## config.mk

```make
export PLATFORM = sky130hd
export DESIGN_NAME = io_intr_ctrl
export DESIGN_NICKNAME = d
export VERILOG_FILES = /design/src/rtl/io_intr_pkg.sv /design/src/rtl/irq_sync_edge.sv /design/src/rtl/io_intr_ctrl.sv
export SDC_FILE = /design/constraint.sdc
export NUM_CORES = 1
export LEC_CHECK = 0
export BUFFER_PORTS_ARGS = -buffer_cell sky130_fd_sc_hd__buf_2
export CORE_UTILIZATION = 38
export DETAILED_ROUTE_END_ITERATION = 16
export MAX_ROUTING_LAYER = met4
export PLACE_DENSITY = 0.76
export SLEW_MARGIN = 10
export SYNTH_ARGS = -nofsm -noshare
export SYNTH_HDL_FRONTEND = slang
export SYNTH_SLANG_ARGS = --single-unit
```

## constraint.sdc

```tcl
create_clock -name clk -period 1.6 [get_ports clk]
set_input_delay 0.16 -clock clk [delete_from_list [all_inputs] [get_ports clk]]
set_output_delay 0.16 -clock clk [all_outputs]
set_load 0.005 [all_outputs]
```

## src/rtl/io_intr_pkg.sv

```systemverilog
// rtl/io_intr_pkg.sv - shared encodings for the IO interrupt controller
package io_intr_pkg;

   typedef enum logic [1:0] {
      ST_IDLE = 2'd0,
      ST_REQ  = 2'd1,
      ST_ACKD = 2'd2
   } state_e;

   localparam logic [3:0] OFF_PEND  = 4'h0;
   localparam logic [3:0] OFF_MASK  = 4'h4;
   localparam logic [3:0] OFF_CAUSE = 4'h8;
   localparam logic [3:0] OFF_STAT  = 4'hC;

   localparam int CAUSE_VALID_BIT = 31;
   localparam int CAUSE_ID_LSB    = 0;
   localparam int CAUSE_ID_W      = 4;

endpackage

```

## src/rtl/irq_sync_edge.sv

```systemverilog
// rtl/irq_sync_edge.sv - two-flop synchronizer with rising-edge pulse for one source
module irq_sync_edge (
   input  logic clk,
   input  logic rst,
   input  logic irq_i,
   output logic rise_o
);

   logic s1_q, s2_q, hist_q;

   // History resets low so a source held high through reset yields one edge.
   always_ff @(posedge clk or negedge rst) begin
      if (!rst) begin
         s1_q   <= 1'b0;
         s2_q   <= 1'b0;
         hist_q <= 1'b0;
      end else begin
         s1_q   <= irq_i;
         s2_q   <= s1_q;
         hist_q <= s2_q;
      end
   end

   assign rise_o = s2_q & ~hist_q;

endmodule

```

## src/rtl/io_intr_ctrl.sv

```systemverilog
// rtl/io_intr_ctrl.sv - pending/mask interrupt controller with CPU handshake FSM
module io_intr_ctrl
   import io_intr_pkg::*;
#(
   parameter int          NSRC = 4,
   parameter logic [11:0] BASE = 12'h7F0
) (
   input  logic            clk,
   input  logic            rst,
   input  logic [NSRC-1:0] src_irq,
   input  logic            io_cs,
   input  logic            io_wr,
   input  logic            io_rd,
   input  logic [11:0]     Address,
   input  logic [31:0]     D_In,
   output logic [31:0]     D_Out,
   output logic            intr,
   input  logic            intr_ack
);

   logic [NSRC-1:0] rise;

   for (genvar g = 0; g < NSRC; g++) begin : g_src
      irq_sync_edge u_sync (
         .clk    (clk),
         .rst    (rst),
         .irq_i  (src_irq[g]),
         .rise_o (rise[g])
      );
   end

   state_e          state_q, state_d;
   logic [NSRC-1:0] pend_q, pend_d;
   logic [NSRC-1:0] mask_q, mask_d;
   logic            cause_valid_q, cause_valid_d;
   logic [3:0]      cause_id_q, cause_id_d;
   logic            intr_q;

   logic            sel;
   logic [3:0]      off;
   logic            wr_pend, wr_mask, rd_cause;
   logic            unused_d_in;

   assign sel      = io_cs && (Address[11:4] == BASE[11:4]);
   assign off      = Address[3:0];
   assign wr_pend  = sel && io_wr && (off == OFF_PEND);
   assign wr_mask  = sel && io_wr && (off == OFF_MASK);
   assign rd_cause = sel && io_rd && (off == OFF_CAUSE);
   assign unused_d_in = ^D_In[31:NSRC];

   logic [NSRC-1:0] active;
   logic [NSRC-1:0] ack_onehot;
   logic [3:0]      ack_id;
   logic            found;
   logic            ack_fire;

   assign active = pend_q & mask_q;

   // Lowest index wins.
   always_comb begin
      ack_onehot = '0;
      ack_id     = 4'd0;
      found      = 1'b0;
      for (int i = 0; i < NSRC; i++) begin
         if (active[i] && !found) begin
            found         = 1'b1;
            ack_id        = 4'(i);
            ack_onehot[i] = 1'b1;
         end
      end
   end

   always_comb begin
      state_d  = state_q;
      ack_fire = 1'b0;
      case (state_q)
         ST_IDLE: begin
            if (|active) state_d = ST_REQ;
         end
         ST_REQ: begin
            if (!(|active)) begin
               state_d = ST_IDLE;
            end else if (intr_ack) begin
               state_d  = ST_ACKD;
               ack_fire = 1'b1;
            end
         end
         ST_ACKD: begin
            if (!intr_ack) state_d = ST_IDLE;
         end
         default: state_d = ST_IDLE;
      endcase
   end

   // New edges are OR-ed in last so a set always beats a same-cycle clear.
   always_comb begin
      pend_d = pend_q;
      if (wr_pend)  pend_d = pend_d & ~D_In[NSRC-1:0];
      if (ack_fire) pend_d = pend_d & ~ack_onehot;
      pend_d = pend_d | rise;

      mask_d = wr_mask ? D_In[NSRC-1:0] : mask_q;

      cause_valid_d = cause_valid_q;
      cause_id_d    = cause_id_q;
      if (rd_cause) cause_valid_d = 1'b0;
      if (ack_fire) begin
         cause_valid_d = 1'b1;
         cause_id_d    = ack_id;
      end
   end

   always_ff @(posedge clk or negedge rst) begin
      if (!rst) begin
         state_q       <= ST_IDLE;
         pend_q        <= '0;
         mask_q        <= '0;
         cause_valid_q <= 1'b0;
         cause_id_q    <= 4'd0;
         intr_q        <= 1'b0;
      end else begin
         state_q       <= state_d;
         pend_q        <= pend_d;
         mask_q        <= mask_d;
         cause_valid_q <= cause_valid_d;
         cause_id_q    <= cause_id_d;
         intr_q        <= (state_d == ST_REQ);
      end
   end

   assign intr = intr_q;

   logic [31:0] cause_word;

   always_comb begin
      cause_word = '0;
      cause_word[CAUSE_VALID_BIT] = cause_valid_q;
      cause_word[CAUSE_ID_LSB +: CAUSE_ID_W] = cause_id_q;
   end

   always_comb begin
      D_Out = 32'h0;
      if (sel && io_rd) begin
         case (off)
            OFF_PEND:  D_Out = {{(32-NSRC){1'b0}}, pend_q};
            OFF_MASK:  D_Out = {{(32-NSRC){1'b0}}, mask_q};
            OFF_CAUSE: D_Out = cause_word;
            OFF_STAT:  D_Out = {30'b0, state_q};
            default:   D_Out = 32'h0;
         endcase
      end
   end

endmodule
```

# After elaboration in Yosys (flattened, before gate mapping)
# Cells that the tools add are included.
# word_totals
register_bits	28
output_inout_bits	33
wordCells	78
# classes
n_eq_ne	7
mux	23
n_bitwise	14
reduce_logical	16
# op_table
op	n
case mux 32 bit (4 select lines)	1
2-to-1 mux 32 bit	1
2-to-1 mux 4 bit	4
AND 4 bit	3
2-to-1 mux 1 bit	12
logical AND 1 bit	9
equality test 4 bit, second input constant	2
equality test 8 x 7 -> 1 bit, second input constant	1
2-to-1 mux 2 bit	4
inverter 4 bit	2
case mux 2 bit (3 select lines)	1
AND 1 bit	4
equality test 2 x 1 -> 1 bit, second input constant	2
equality test 4 x 3 -> 1 bit, second input constant	1
logical NOT 4 bit	1
inverter 1 bit	4
bitwise OR 4 bit	1
OR reduction 4 bit	1
logical NOT 1 bit	3
equality test 2 bit, second input constant	1
logical NOT 2 bit	1
nonzero test 2 bit	1

# Logic depth before layout (Yosys ltp)
# Gate-level depths: netlist of the first run.
# depth
depth_word	15
depth_mapped	5
ltp_nobuf	4

# Cells and area by module
# From an unflattened synthesis of the first run, not the netlist that was laid out.
# unflattened
hier_cells	124
area_unflattened_um2	1382.6
# by_module_without_submodules
mod	instances	cells_per_inst	area_per_inst_um2
io_intr_ctrl	1	108	1027.2
irq_sync_edge	4	4	88.8

# Least setup slack after synthesis of the first run
# Ideal clock, no wire load.
# synth_timing
path_type	input -> register
from	input port Address[1]
to	register mask_q[0]
arrival_time_ns	1.582
required_time_ns	1.475
setup_slack_ns	-0.107
stages	4
cell_sequence	or4b_4 -> or4_4 -> buf_6 -> mux2_4
# synth_via
elab_chain_cells	2
# synth_lines
element	line_no	rtl
start, declared	io_intr_ctrl.sv:14	input logic [11:0] Address,
equality test 4 x 3 -> 1 bit	io_intr_ctrl.sv:47	assign wr_mask = sel && io_wr && (off == OFF_MASK);
logical AND 1 bit	io_intr_ctrl.sv:47	
end signal, assigned	io_intr_ctrl.sv:124	mask_q <= mask_d;
end, declared	io_intr_ctrl.sv:34	logic [NSRC-1:0] mask_q, mask_d;
# Every way passes these cells.
# A chain may end at the register's enable or synchronous reset.

# Worst setup path after layout of the first run
# layout_timing
from	input port Address[11]
to	output port D_Out[3]
# layout_via
elab_chain_cells	4
# layout_lines
element	line_no	rtl
equality test 8 x 7 -> 1 bit	io_intr_ctrl.sv:44	assign sel = io_cs && (Address[11:4] == BASE[11:4]);
logical AND 1 bit	io_intr_ctrl.sv:44	
logical AND 1 bit	io_intr_ctrl.sv:143	if (sel && io_rd) begin
2-to-1 mux 32 bit	io_intr_ctrl.sv:143	
end, declared	io_intr_ctrl.sv:16	output logic [31:0] D_Out,
# Every way passes these cells.

==> run_results.csv, run 1 <==
group,metric,value,unit
grt,grt_pass1_wl,3843,um
synthesis,syn_inst,124,
job,max-cap-violations,0,
worst_setup_path,crit_type,"in2out",
worst_setup_path,r2r_end,"pend_q[3]$_DFF_PN0_",
final_layout,final_nets,230,
worst_setup_path,reg2reg_from,"mask_q[1]$_DFFE_PN0P_",
drt,drtIter0Drc,16,
floorplanning,row_count,21,
worst_setup_path,required,1.44,ns
timing,slew_headroom,63.32,%
synthesis,post-synth-top-area-fraction,48.19,%
clock_network,cts_sinks,26,
power,p_leak,0.8397,nW
drt,dr_wl_met3,137,um
final_layout,drive_gt1_share,34.86,%
worst_setup_path,path_buf_inv,2,
synthesis,ys_types,31,
drt,vias_per_cell,4.493,
floorplanning,die_y,61.61,um
worst_setup_path,rr_worst_depth,4,
floorplanning,die_area,3795,um^2
floorplanning,start_util,40.14,%
worst_setup_path,path_max_fanout,4,
worst_setup_path,critPathLaunchType,"primary input",
min_path,hold_depth,2,
min_path,min_to,"intr$_DFF_PN0_",
clock_network,cts_tree,"yes",
drt,antenna_left,0,
timing,worst_pin_slew,0.5501,ns
timing,maxClockFrequency,0.5944,GHz
grt,grtUsageTotal,14.72,%
worst_setup_path,end_kind,"output pin",
drt,wl_met2,1198,um
power,power_per_cell_area,742.5,nW/um^2
synthesis,syn-cell-area,1350,um^2
placement,place.gp.congestion,0.8017,
synthesis,synth_edf_count,0,
synthesis,synth_area_per_cell,10.89,um^2
status,violations,"negative setup slack",
placement,io_buffers,31,
timing,final.setup_skew,0.002981,ns
floorplanning,coreArea,3363,um^2
timing,setup_viol,4,
final_layout,fillers,326,
synthesis,ys_seq_area_share,48.19,%
drt,first_pass_iters,4,
power,finalPower,1.238,mW
clock_network,numCtsBuffers,3,
final_layout,area_growth,23.54,%
timing,min_period_over_period,105.1,%
synthesis,synth.area.top_cells,"dfrtp_1 48%, buf_4 15%, mux2i_1 4.4%, mux2_4 4.4%, nand2_1 2.8%",
worst_setup_path,crit_slowest_cell,"or4_4",
grt,grt_antenna_before_repair,0,
drt,wirelength,2421,um
synthesis,synth_ff_type,"dfrtp_1",
floorplanning,dieWidth,61.61,um
worst_setup_path,crit_family,"simple AND/OR/NAND/NOR gates",
floorplanning,io_pins,87,
synthesis,async_flop_share,100.0,%
synthesis,ys_warn_count,0,
power,ir_drop,662.2,uV
synthesis,synth_common_cells,"27 x buf_4, 26 x dfrtp_1, 10 x nand2_1",
min_path,hold_path.class,"in2reg",
timing,period_needed,1.682,ns
clock_network,cts.clk_slew.worst_paths,0.14,ns
grt,grt-ovfl-total,0,
min_path,min_from,"intr_ack",
timing,slew_viol_final,0,
worst_setup_path,r2r_slack,0.15,ns
synthesis,synth_top_area_cell,"dfrtp_1",
clock_network,htreeDepth,1,
final_layout,final_util,49.59,%
worst_setup_path,cp_cell_sequence,"buf_6 -> nand4b_1 -> or2_4 -> or4_4 -> nor3_2 -> buf_2",
clock_network,ctsLongestPathBuffers,2,
drt,met1Wirelength,1046,um
drt,num_vias,993,
status,outcome,"complete, but fails checks",
clock_network,clock_latency,0.32,ns
drt,top_layer,"met4",
timing,timing.final.hold_violations,0,
placement,dp_hpwl,1845,um
drt,route.detailed.drc,0,
synthesis,synth_seq_cells,26,
placement,dp_slack,-0.1872,ns
drt,wl_per_cell,10.95,um
grt,grt_max_degree,27,
worst_setup_path,arrival,1.52,ns
grt,grt_pass1_vias,863,
clock_network,cts_root_buffer,"clkbuf_4",
timing,setup_slack,-0.08237,ns
final_layout,num_antenna_cells,0,
worst_setup_path,max_stage_delay,0.52,ns
synthesis,synth_most_common_cell,"buf_4",
timing,grt_setup_unrepaired,"yes",
-- layout make-up --
cell class	count	area, um^2	area share [%]
repair buffers	50	316.6	18.98
clock buffers	3	22.52	1.350
flip-flops and latches	26	650.6	39.01
clock inverters	1	30.03	1.800
well taps	46	57.56	3.451
multi-input cells	87	560.5	33.61
inverters	8	30.03	1.800
-- routing by layer --
layer	vias to the layer above	track usage, %
li1	480	-
met1	468	17.42
met2	41	23.66
met3	4	4.832
met4	0	4.762
met5	-	-
-- timing repair --
action / CTS / global route
buffers inserted: 5 / 0
gates resized for setup: 3 / 1
pin swaps: 1 / 1
endpoints found under the hold margin: 30 / 0
hold buffers: 5 / 0
setup endpoints to repair: 5 / 8
gates cloned: 0 / 0
-- worst register-to-register path, delay by kind of cell, from the launching register on --
family           cells  cell delay (ns)
AO/OA/AOI/OAI        2             0.53
flip-flops           1             0.43
AND/OR/NAND/NOR      2             0.40
-- worst max path at each step --
stage | from | end | slack [ns] | depth (start not counted)
after floorplan | Address[1] | mask_q[0]$_DFFE_PN0P_ | -0.11 | 4
after global placement | Address[1] | mask_q[2]$_DFFE_PN0P_ | -0.17 | 4
after detailed placement | Address[1] | mask_q[0]$_DFFE_PN0P_ | -0.19 | 4
after CTS | Address[11] | D_Out[3] | -0.07 | 6
after global routing | Address[11] | D_Out[3] | -0.14 | 6
final | Address[11] | D_Out[3] | -0.08 | 6
-- kinds of logic (layout without fill, tap and decap cells) --
family,Yosys count,count (layout),share of synthesized area [%]
flops,26,26,48.19
buf+inv,37,62,19.09
compound gates,19,19,10.47
simple gates,31,31,13.07
other cells,1,27,0.2778
mux,10,10,8.897
-- registers in the layout, indices dropped and copies added, names as in the netlist --
name / cells
g_src.u_sync.hist_q: 4
g_src.u_sync.s1_q: 4
g_src.u_sync.s2_q: 4
mask_q: 4
pend_q: 4
cause_id_q: 2
state_q: 2
cause_valid_q: 1
intr: 1
-- where the power goes --
part / internal (mW) / switching (mW) / leakage [nW] / total (mW)
Combinational: 0.0543 / 0.0615 / 0.502 / 0.116
Clock: 0.253 / 0.190 / 0.0279 / 0.444
Sequential: 0.673 / 0.00566 / 0.309 / 0.679
-- cells in the final DEF (no fill, tap or decap), types with 2 or more instances in the layout --
cell	netlist	final
a211oi_1	2	2
conb_1	1	27
dlygate4sd3_1	0	5
nand4b_1	2	2
a32o_1	3	3
a22o_1	2	2
mux2i_1	6	6
o22a_1	2	2
nand3_1	2	2
mux2_4	4	4
o21ai_0	5	5
or4_4	1	2
a21oi_1	2	2
nand2_1	10	10
buf_4	27	14
nor3_2	0	2
dfrtp_1	26	26
nor2_1	4	4
inv_1	8	8
clkbuf_4	0	3
buf_2	0	30
-- metrics by stage --
| stage | setup TNS, ns | hold slack [ns] | instances | instance area (um^2) |
|---|---|---|---|---|
| after floorplan | -0.4267 | -0.1356 | 150 | 1455 |
| after global placement | -1.213 | 0.1788 | 207 | 1508 |
| after detailed placement | -1.295 | 0.1837 | 207 | 1508 |
| after CTS | -0.1270 | 0.04217 | 221 | 1662 |
| after global routing | -0.4602 | 0.03520 | 221 | 1668 |
| final | -0.1181 | 0.05078 | 221 | 1668 |
(Power assumes the default switching activity.)
==> run 2: changes to the inputs <==
--- a/config.mk
+++ b/config.mk
@@ -9,8 +9,9 @@
 export CORE_UTILIZATION = 38
 export DETAILED_ROUTE_END_ITERATION = 16
 export MAX_ROUTING_LAYER = met4
-export PLACE_DENSITY = 0.76
+export PLACE_DENSITY = 0.75
 export SLEW_MARGIN = 10
 export SYNTH_ARGS = -nofsm -noshare
 export SYNTH_HDL_FRONTEND = slang
+export SYNTH_HIERARCHICAL = 1
 export SYNTH_SLANG_ARGS = --single-unit
==> run 2 against run 1 <==
  * Critical endpoint unchanged
  * Register-to-register slack better by 0.08 ns
  * Clock skew is 0.0093 ns higher
  * Area after synthesis is 2.4% higher
  * The run still ends with negative setup slack left
  * Via count is 1.0% lower
  * Global-route usage is 1.2 points lower
  * Non-clock buffer count is 6 lower
  * Hold slack hardly changed
  * First-iteration DRC count grew to 2.6 times the previous value
  * Combinational power is 3% higher
  * Utilization is 0.54 points lower
==> run_results.csv, run 2 <==
group,metric,value,unit
clock_network,ctsLongestPathBuffers,2,
synthesis,syn-cell-area,1383,um^2
timing,slew_headroom,62.14,%
timing,final.setup_skew,0.01232,ns
worst_setup_path,end_kind,"output pin",
power,ir_drop,575.6,uV
final_layout,design_area,1675,um^2
synthesis,synth_area_per_cell,11.15,um^2
timing,grt_setup_unrepaired,"yes",
drt,wirelength,2303,um
worst_setup_path,crit_type,"in2out",
clock_network,cts_sinks,26,
synthesis,ys_seq_area_share,47.06,%
power,power.share.switching,20.84,%
placement,io_buffers,31,
timing,hold_slack,0.05099,ns
timing,setup_tns,-0.2707,ns
grt,grt_pass1_vias,957,
floorplanning,start_util,40.48,%
power,power_frac_seq,54.8,%
placement,place_area,1525,um^2
grt,grt-ovfl-total,0,
grt,grt_antenna_before_repair,0,
drt,num_vias,983,
timing,setup_viol,4,
timing,timing.final.hold_violations,0,
power,combinationalPowerShare,9.6,%
power,p_leak,0.8154,nW
power,p_switching,259.4,uW
clock_network,cts_tree,"yes",
floorplanning,dieWidth,62.32,um
final_layout,final_nets,224,
timing,worst_pin_slew,0.5678,ns
floorplanning,coreArea,3416,um^2
floorplanning,die_area,3884,um^2
grt,grt_max_degree,27,
worst_setup_path,required,1.44,ns
floorplanning,row_count,21,
timing,min_period_over_period,106.3,%
worst_setup_path,arrival,1.54,ns
status,violations,"negative setup slack",
drt,vias_per_cell,4.572,
drt,drtIter0Drc,41,
synthesis,synth_top_area_cell,"dfrtp_1",
clock_network,htreeDepth,1,
job,max-cap-violations,0,
timing,maxClockFrequency,0.5879,GHz
synthesis,synth_ff_type,"dfrtp_1",
grt,grt_pass1_wl,4084,um
timing,period_needed,1.701,ns
worst_setup_path,critPathLaunchType,"primary input",
placement,dp_slack,-0.2029,ns
timing,slew_viol_final,0,
synthesis,synth_most_common_cell,"buf_4",
final_layout,num_antenna_cells,0,
power,internal_power,985.5,uW
synthesis,ys_types,30,
min_path,hold_path.class,"in2reg",
drt,route.detailed.drc,0,
floorplanning,io_pins,87,
synthesis,synth_common_cells,"27 x buf_4, 26 x dfrtp_1, 12 x nand2_1",
clock_network,cts.clk_slew.worst_paths,0.14,ns
clock_network,cts_root_buffer,"clkbuf_4",
synthesis,synth_seq_cells,26,
timing,setup_slack,-0.1009,ns
floorplanning,die_y,62.32,um
status,outcome,"complete, but fails checks",
synthesis,ys_warn_count,6,
synthesis,synth_edf_count,0,
final_layout,drive_gt1_share,38.46,%
synthesis,syn_inst,124,
clock_network,clock_latency,0.32,ns
power,clkPwrFrac,35.5,%
drt,antenna_left,0,
grt,grtUsageTotal,13.51,%
final_layout,layout_commonest_cell,"buf_2",
synthesis,async_flop_share,100.0,%
clock_network,numCtsBuffers,3,
placement,place.gp.congestion,0.7876,
placement,dp_hpwl,1805,um
worst_setup_path,path_max_fanout,3,
final_layout,layout_common_cells,"30 x buf_2, 27 x conb_1, 26 x dfrtp_1",
synthesis,synth.area.top_cells,"dfrtp_1 47%, buf_4 15%, mux2i_1 4.3%, mux2_4 4.3%, nor2b_4 4.0%",
final_layout,area_growth,21.18,%
drt,first_pass_iters,4,
synthesis,post-synth-top-area-fraction,47.06,%
power,power_per_cell_area,743.1,nW/um^2
drt,wl_per_cell,10.71,um
[run 2: changes by cell type in the layout (fill, tap and decap cells not counted), sizes merged, moves of 2 or more]
cell and delta:
buf -6, inv -5, a31o +4, nor2b +4, a32o -3, nand2 +2, o21ai -2
[run 2: worst max-delay path, stage by stage]
cell,delay [ns]
buf_6,0.08
nand4b_1,0.18
or2_4,0.25
or4_4,0.52
nor3_4,0.20
buf_2,0.13
[run 2: cell families after synthesis]
kind of cell / after synthesis / synth area share [%]
simple gates: 39 / 18.19
buf+inv: 32 / 17.28
flops: 26 / 47.06
compound gates: 16 / 8.507
mux: 10 / 8.688
other cells: 1 / 0.2712
[run 2: metrics by stage]
stage | instances | power [mW] | util [%]
2_1_floorplan | 150 | 0.7879 | -
3_3_place_gp | 205 | 0.7998 | 44.65
3_5_place_dp | 205 | 0.8021 | 44.65
4_1_cts | 215 | 1.261 | 48.86
5_1_grt | 215 | 1.310 | 49.05
6_report | 215 | 1.245 | 49.05
[run 2: cell type report]
| class | instances | area (um^2) |
|---|---|---|
| clock buffer | 3 | 22.52 |
| clock inverter | 1 | 30.03 |
| timing repair buffer | 44 | 275.3 |
| tap | 46 | 57.56 |
| multi-input combinational | 92 | 628.1 |
| sequential | 26 | 650.6 |
| inverter | 3 | 11.26 |
| fill | 330 | 1740 |
[run 2: power by group through the flow]
stage	registers (mW)	clock network [mW]	logic, mW
2_1_floorplan	0.693	0	0.0949
3_3_place_gp	0.694	0	0.106
3_5_place_dp	0.695	0	0.107
4_1_cts	0.683	0.458	0.120
5_1_grt	0.684	0.491	0.135
6_report	0.682	0.443	0.120
[run 2: what timing repair did]
action | CTS | global route
setup buffers | 1 | 0
hold buffers | 5 | 0
setup endpoints to repair | 4 | 5
pin swaps | 5 | 4
hold endpoints to repair | 30 | 0
gates resized for setup | 8 | 1
[run 2: routing by layer]
metal	up-vias	global-route usage (%)	wire (um)
li1	469	-	-
met1	477	16.10	1042
met2	35	22.25	1124
met3	2	4.412	127
met4	0	2.907	8
met5	-	-	0
[run 2: worst paths after layout]
kind | end | from | slack, ns | cells past startpoint
setup reg to reg | pend_q[3]$_DFF_PN0_ | pend_q[1]$_DFF_PN0_ | 0.23 | 4
hold reg to reg | g_src[2].u_sync/s2_q$_DFF_PN0_ | g_src[2].u_sync/s1_q$_DFF_PN0_ | 0.37 | 0
max in group asynchronous | g_src[3].u_sync/s1_q$_DFF_PN0_ | rst | 0.87 | 2
min in group asynchronous | mask_q[0]$_DFFE_PN0P_ | rst | 0.34 | 2
setup / recovery | D_Out[3] | Address[11] | -0.10 | 6
hold / removal | intr$_DFF_PN0_ | intr_ack | 0.05 | 2
